## src/rtl/object_spawner_if.sv

```systemverilog
// Spawn-controller bus: frame/enable/free-slot inputs and the load pulse, lane and status outputs.
// The master drives enable/tick/free; the slave is the spawner.
interface object_spawner_if #(
   parameter int N_OBJ = 10
);
   logic             enable;
   logic             tick;
   logic [N_OBJ-1:0] free;
   logic [N_OBJ-1:0] load_x;
   logic [3:0]       rand_int;
   logic             stalled;
   logic [7:0]       spawn_count;

   modport master (
      output enable, tick, free,
      input  load_x, rand_int, stalled, spawn_count
   );

   modport slave (
      input  enable, tick, free,
      output load_x, rand_int, stalled, spawn_count
   );
endinterface

```

## src/rtl/object_spawner.sv

```systemverilog
// Periodic falling-object spawner: every SPAWN_PERIOD ticks it loads the lowest free slot with an LFSR lane.
// Optional SPAWN_NO_REPEAT_EN: bump the lane by one when it would repeat the previous spawn's lane.
//
// state | meaning
// IDLE  | spawning disabled, counter parked at reload value
// COUNT | down-counting frame ticks toward the next spawn
// PICK  | spawn due: sample free, choose slot and lane (stalls while nothing is free)
// LOAD  | load_x pulse cycle, counter reload, spawn_count bump
module object_spawner #(
   parameter int          N_OBJ        = 10,
   parameter int          SPAWN_PERIOD = 50,
   parameter logic [15:0] LFSR_SEED    = 16'hACE1
) (
   input logic             clk,
   input logic             reset,
   object_spawner_if.slave bus
);

   localparam logic [1:0] S_IDLE  = 2'd0;
   localparam logic [1:0] S_COUNT = 2'd1;
   localparam logic [1:0] S_PICK  = 2'd2;
   localparam logic [1:0] S_LOAD  = 2'd3;

   localparam logic [7:0] RELOAD = 8'(SPAWN_PERIOD - 1);

   logic [1:0]       state;
   logic [7:0]       tick_cnt;
   logic [15:0]      lfsr;
   logic [N_OBJ-1:0] load_x_q;
   logic [3:0]       rand_int_q;
   logic             stalled_q;
   logic [7:0]       spawn_count_q;
   logic [N_OBJ-1:0] pick_onehot;
   logic [3:0]       lane_next;
   logic             lfsr_fb;

   // Isolating the lowest set bit keeps load_x strictly one-hot with bit 0 winning.
   assign pick_onehot = bus.free & (~bus.free + N_OBJ'(1));

   assign lfsr_fb = lfsr[0] ^ lfsr[2] ^ lfsr[3] ^ lfsr[5];

   always_ff @(posedge clk) begin
      if (reset) begin
         lfsr <= LFSR_SEED;
      end else begin
         lfsr <= {lfsr_fb, lfsr[15:1]};
      end
   end

`ifdef SPAWN_NO_REPEAT_EN
   logic [3:0] last_lane;

   assign lane_next = (lfsr[3:0] == last_lane) ? lfsr[3:0] + 4'd1 : lfsr[3:0];

   always_ff @(posedge clk) begin
      if (reset) begin
         last_lane <= 4'd0;
      end else if (state == S_LOAD) begin
         last_lane <= rand_int_q;
      end
   end
`else
   assign lane_next = lfsr[3:0];
`endif

   always_ff @(posedge clk) begin
      if (reset) begin
         state         <= S_IDLE;
         tick_cnt      <= RELOAD;
         load_x_q      <= '0;
         rand_int_q    <= 4'd0;
         stalled_q     <= 1'b0;
         spawn_count_q <= 8'd0;
      end else begin
         load_x_q <= '0;
         case (state)
            S_IDLE: begin
               if (bus.enable) begin
                  state    <= S_COUNT;
                  tick_cnt <= RELOAD;
               end
            end
            S_COUNT: begin
               if (!bus.enable) begin
                  state <= S_IDLE;
               end else if (bus.tick) begin
                  if (tick_cnt == 8'd0) begin
                     state <= S_PICK;
                  end else begin
                     tick_cnt <= tick_cnt - 8'd1;
                  end
               end
            end
            S_PICK: begin
               if (!bus.enable) begin
                  state     <= S_IDLE;
                  stalled_q <= 1'b0;
               end else if (bus.free != '0) begin
                  state      <= S_LOAD;
                  rand_int_q <= lane_next;
                  load_x_q   <= pick_onehot;
                  stalled_q  <= 1'b0;
               end else begin
                  stalled_q <= 1'b1;
               end
            end
            S_LOAD: begin
               state    <= S_COUNT;
               tick_cnt <= RELOAD;
               if (spawn_count_q != 8'hFF) begin
                  spawn_count_q <= spawn_count_q + 8'd1;
               end
            end
            default: state <= S_IDLE;
         endcase
      end
   end

   assign bus.load_x      = load_x_q;
   assign bus.rand_int    = rand_int_q;
   assign bus.stalled     = stalled_q;
   assign bus.spawn_count = spawn_count_q;

endmodule

```

## src/flat_wrapper.sv

```systemverilog
// flat-port wrapper written by rule: the top's interface ports become plain ports
module object_spawner_flat 
#(
   parameter int          N_OBJ        = 10,
   parameter int          SPAWN_PERIOD = 50,
   parameter logic [15:0] LFSR_SEED    = 16'hACE1
)
  (clk, reset, bus_enable, bus_tick, bus_free, bus_load_x, bus_rand_int, bus_stalled, bus_spawn_count);
  object_spawner_if #(.N_OBJ(N_OBJ)) bus_i ();
  input logic clk;
  input logic reset;
  input wire logic [$bits(bus_i.enable)-1:0] bus_enable;
  input wire logic [$bits(bus_i.tick)-1:0] bus_tick;
  input wire logic [$bits(bus_i.free)-1:0] bus_free;
  output wire logic [$bits(bus_i.load_x)-1:0] bus_load_x;
  output wire logic [$bits(bus_i.rand_int)-1:0] bus_rand_int;
  output wire logic [$bits(bus_i.stalled)-1:0] bus_stalled;
  output wire logic [$bits(bus_i.spawn_count)-1:0] bus_spawn_count;
  assign bus_i.enable = bus_enable;
  assign bus_i.tick = bus_tick;
  assign bus_i.free = bus_free;
  assign bus_load_x = bus_i.load_x;
  assign bus_rand_int = bus_i.rand_int;
  assign bus_stalled = bus_i.stalled;
  assign bus_spawn_count = bus_i.spawn_count;
  object_spawner #(.N_OBJ(N_OBJ), .SPAWN_PERIOD(SPAWN_PERIOD), .LFSR_SEED(LFSR_SEED)) u_core (.clk(clk), .reset(reset), .bus(bus_i));
endmodule
```

## config.mk

```make
export PLATFORM = sky130hd
export DESIGN_NAME = object_spawner_flat
export DESIGN_NICKNAME = d
export VERILOG_FILES = /design/src/rtl/object_spawner_if.sv /design/src/rtl/object_spawner.sv /design/src/flat_wrapper.sv
export SDC_FILE = /design/constraint.sdc
export NUM_CORES = 1
export LEC_CHECK = 0
export CAP_MARGIN = 20
export CELL_PAD_IN_SITES_DETAIL_PLACEMENT = 1
export CELL_PAD_IN_SITES_GLOBAL_PLACEMENT = 2
export CORE_UTILIZATION = 34
export DETAILED_ROUTE_END_ITERATION = 10
export GPL_ROUTABILITY_DRIVEN = 0
export PLACE_DENSITY = 0.93
export SLEW_MARGIN = 5
export SYNTH_ARGS = -nofsm -noshare
export SYNTH_HDL_FRONTEND = slang
export SYNTH_SLANG_ARGS = --single-unit
export TNS_END_PERCENT = 10
```

## constraint.sdc

```tcl
create_clock -name clk -period 5.37 [get_ports clk]
set_input_delay 1.074 -clock clk [delete_from_list [all_inputs] [get_ports clk]]
set_output_delay 1.074 -clock clk [all_outputs]
set_load 0.005 [all_outputs]
```

==> results_dict.tcl <==
set metrics [dict create \
    cts.root.buffer_cell "sky130_fd_sc_hd__clkbuf_8" \
    worst_setup_hold_path_clk_slew_ns 0.09 \
    reg2reg_slack_ns 3.25 \
    hold_path_end "u_core.lfsr[13]$_SDFF_PP1_" \
    synth.area.top_cells "sky130_fd_sc_hd__dfxtp_1 (47%), sky130_fd_sc_hd__ha_1 (4.8%), sky130_fd_sc_hd__nor2_1 (4.0%)" \
    gr-usage-all-layers_pct 15.8 \
    synth_cells 218 \
    cap_viol_max_count 0 \
    hold_buffers 0 \
    net-switching-power_uw 170 \
    grt_antenna_before_repair 0 \
    final_antenna_net_count 0 \
    postSynthRegisterBits 49 \
    worstHoldStart "u_core.lfsr[14]$_SDFF_PP0_" \
    first_global_vias 1736 \
    clock_share_of_power_pct 32.7 \
    placement.io_buffers 36 \
    gr-total-overflow 0 \
    die-width_um 80.1 \
    cts_tree "built" \
    yosysTopAreaCell "sky130_fd_sc_hd__dfxtp_1" \
    timing_worst_setup_path_type "in -> reg" \
    synth-async-reset-ratio_pct 0 \
    detailed_place_hpwl_um 3430 \
    internal-power_uw 499 \
    final_cell_mix "sky130_fd_sc_hd__dfxtp_1 (49), sky130_fd_sc_hd__clkdlybuf4s50_1 (36), sky130_fd_sc_hd__nor2_1 (22), sky130_fd_sc_hd__nand2_1 (12)" \
    period_share_pct 53.8 \
    die_area_um2 6420 \
    worst_r2r_path_depth 6 \
    post_drt_via_cell_ratio 5.18 \
    ant_cells 0 \
    average_footprint_of_a_synthesized_cell_um2 9.52 \
    ys_seq_area_share_pct 47.3 \
    grt_start_max_net_pins 39 \
    area.sequential_um2 981 \
    combinationalPowerShare_pct 10.6 \
    drt_iter0_markers 111 \
    critical_path_cell_list "clkdlybuf4s50_1 > or4_4 > or3_4 > or3_4 > nor4b_2" \
    critical-path-max-stage-delay_ns 0.55 \
    ys_types 46 \
    cp_common_cell "sky130_fd_sc_hd__or3_4" \
    max-clock-path-buffers 2 \
    switching_share_pct 25.4 \
    detail_route.drc_violations 0 \
    mappedNetlistNets 240 \
    worst_setup_path_start_kind "input pin" \
    power.share.sequential_pct 56.7 \
    finalCriticalPeriod_ns 2.89 \
    critical_path.slowest_cell "sky130_fd_sc_hd__or4_4" \
    drt-pass1-iter-count 4 \
    crit_arrival_ns 3.12 \
    run_status "finished, final reports clean" \
    tritoncts.num_buffers 5 \
    rsz_0062_raised_after_global_routing "false" \
    hold_violations 0 \
    hold-worst-slack_ns 0.413 \
    synth-edff-count 0 \
    clock-skew-final_ns 0.00893 \
    maxClockFrequency_mhz 346 \
    setup.worst_path.end_class "register" \
    top_level_ports 37 \
    hold-path-cell-count 1 \
    worst_skew_pair.late_latency_ns 0.30 \
    htree_levels 2 \
    ctsResizeCount 0 \
    tightestPinTransition_ns 0.728 \
    initial_utilization_pct 35.2 \
    post-cts-setup-buffer-count 0 \
    power.static_leakage_uw 0.000970 \
    worst-path-max-fanout 4 \
    drt-total-wl_um 4720 \
    hold_class "reg -> reg" \
    worst_r2r_endpoint "u_core.tick_cnt[3]$_SDFFE_PP0P_" \
    fp.coreArea_um2 5890 \
    finalMaxSlewViolations 0 \
    max-slew-margin-rel_pct 50.8 \
    ir_worst_vdd_uv 173 \
    worstReg2RegStart "u_core.tick_cnt[0]$_SDFFE_PP1P_" \
    synth_top_area_share_pct 47.3 \
    synthesis.yosys.warnings 0 \
    num-nets-final 278 \
    tritoncts_num_sinks 49 \
    dr_total_vias 1720 \
    post_drt_wl_per_cell_um 14.2 \
    fp-row-count 28 \
    areaGrowthSynthToFinish_pct 25.5 \
    synth_flop_cell "sky130_fd_sc_hd__dfxtp_1" \
    synth.cell_area_um2 2070 \
    multiInputGateArea_um2 1030 \
    fin_tns_setup_ns 0 \
    power.density_nw_per_um2 257 \
    fp.dieH_um 80.1 \
    fillerInstances 701 \
    setup-violations-final 0 \
    global_route_wire_length_before_repair_um 7850 \
    worstPathRequired_ns 5.59 \
    layout.cells.most_common "sky130_fd_sc_hd__dfxtp_1" \
    drive_gt1_share_pct 9.73 \
]
cell type report:
type                       instances  share of cell area (%)
clock buffer                       5                    2.64
inverter                          10                    1.44
sequential                        49                    37.7
multi-input combinational        153                    39.7
tap                               75                    3.60
clock inverter                     3                   0.817
timing repair buffer              37                    14.1
stage by stage:
stage	std cells	total power, µW	utilization, %	worst slack [ns]	instance area [µm²]
after floorplan	218	431	-	2.70	2070
after global placement	324	457	42.7	2.20	2510
after detailed placement	324	458	42.7	2.15	2510
after CTS	332	679	44.2	2.48	2600
after global routing	332	705	44.2	2.44	2600
final	332	669	44.2	2.48	2600
critical path, delay by kind of cell:
kind	cells	cell delay [ns]
buf+inv	1	0.46
simple gates	4	1.58
synth_stat cells, types with 2 or more instances:
master,count
sky130_fd_sc_hd__nor3_1,8
sky130_fd_sc_hd__nand2_1,12
sky130_fd_sc_hd__a21oi_1,6
sky130_fd_sc_hd__or4b_2,2
sky130_fd_sc_hd__nor2b_1,10
sky130_fd_sc_hd__or3_1,2
sky130_fd_sc_hd__or3_4,2
sky130_fd_sc_hd__and3_1,4
sky130_fd_sc_hd__nand3_1,2
sky130_fd_sc_hd__inv_1,10
sky130_fd_sc_hd__mux2i_1,7
sky130_fd_sc_hd__xor2_1,5
sky130_fd_sc_hd__or2_2,9
sky130_fd_sc_hd__and2_1,2
sky130_fd_sc_hd__nor2_1,22
sky130_fd_sc_hd__ha_1,8
sky130_fd_sc_hd__nor4b_1,3
sky130_fd_sc_hd__o2111ai_1,2
sky130_fd_sc_hd__nand4_1,5
sky130_fd_sc_hd__o211ai_1,3
sky130_fd_sc_hd__o21ai_0,7
sky130_fd_sc_hd__nor4_1,3
sky130_fd_sc_hd__o31ai_1,3
sky130_fd_sc_hd__and4b_1,2
sky130_fd_sc_hd__a31oi_1,2
sky130_fd_sc_hd__nor3b_1,4
sky130_fd_sc_hd__dfxtp_1,49
sky130_fd_sc_hd__or4_1,2
sky130_fd_sc_hd__clkbuf_1,5
cell families (layout without fill, tap and decap cells):
logic type / Yosys count / in the layout / share of synthesized area (%)
AOI/OAI and AO/OA: 34 / 34 / 11.3
xor gates and xnor gates: 6 / 6 / 2.53
adders and majority gates: 8 / 8 / 4.83
buffers and inverters: 16 / 55 / 2.90
DFF: 49 / 49 / 47.3
muxes: 7 / 7 / 3.38
and+or+nand+nor: 98 / 98 / 27.7
per-layer routing:
metal  GRT usage (%)  up-vias  wire length (µm)
li1                -      852                 -
met1            18.9      829              2170
met2            27.0       34              2270
met3            4.55        5               213
met4            5.00        0                61
met5               0        -                 0
power by group through the flow:
stage | Combinational (µW) | Sequential (µW) | Clock [µW]
finish | 70.7 | 379 | 219
global route | 78.3 | 381 | 246
CTS | 70.9 | 380 | 229
detailed placement | 70.1 | 388 | 0
global placement | 69.1 | 388 | 0
floorplan | 44.7 | 386 | 0
state kept, by name, summed over array words and instances (netlist names):
signal and flops:
u_core.bus.stalled 1, u_core.tick_cnt 8, u_core.bus.rand_int 4, u_core.lfsr 16, u_core.bus.spawn_count 8, u_core.bus.load_x 10, u_core.state 2
worst max-delay path by stage:
stage / slack, ns / endpoint / cells past startpoint / startpoint
5_1_grt: 2.44 / u_core.bus.load_x[9]$_SDFF_PP0_ / 5 / bus_free[2]
2_1_floorplan: 2.70 / u_core.bus.load_x[9]$_SDFF_PP0_ / 4 / bus_free[2]
4_1_cts: 2.48 / u_core.bus.load_x[9]$_SDFF_PP0_ / 5 / bus_free[2]
3_3_place_gp: 2.20 / u_core.bus.load_x[9]$_SDFF_PP0_ / 5 / bus_free[2]
6_report: 2.48 / u_core.bus.load_x[9]$_SDFF_PP0_ / 5 / bus_free[2]
3_5_place_dp: 2.15 / u_core.bus.load_x[9]$_SDFF_PP0_ / 5 / bus_free[2]
Note: power is estimated with default switching activity, not from simulation.
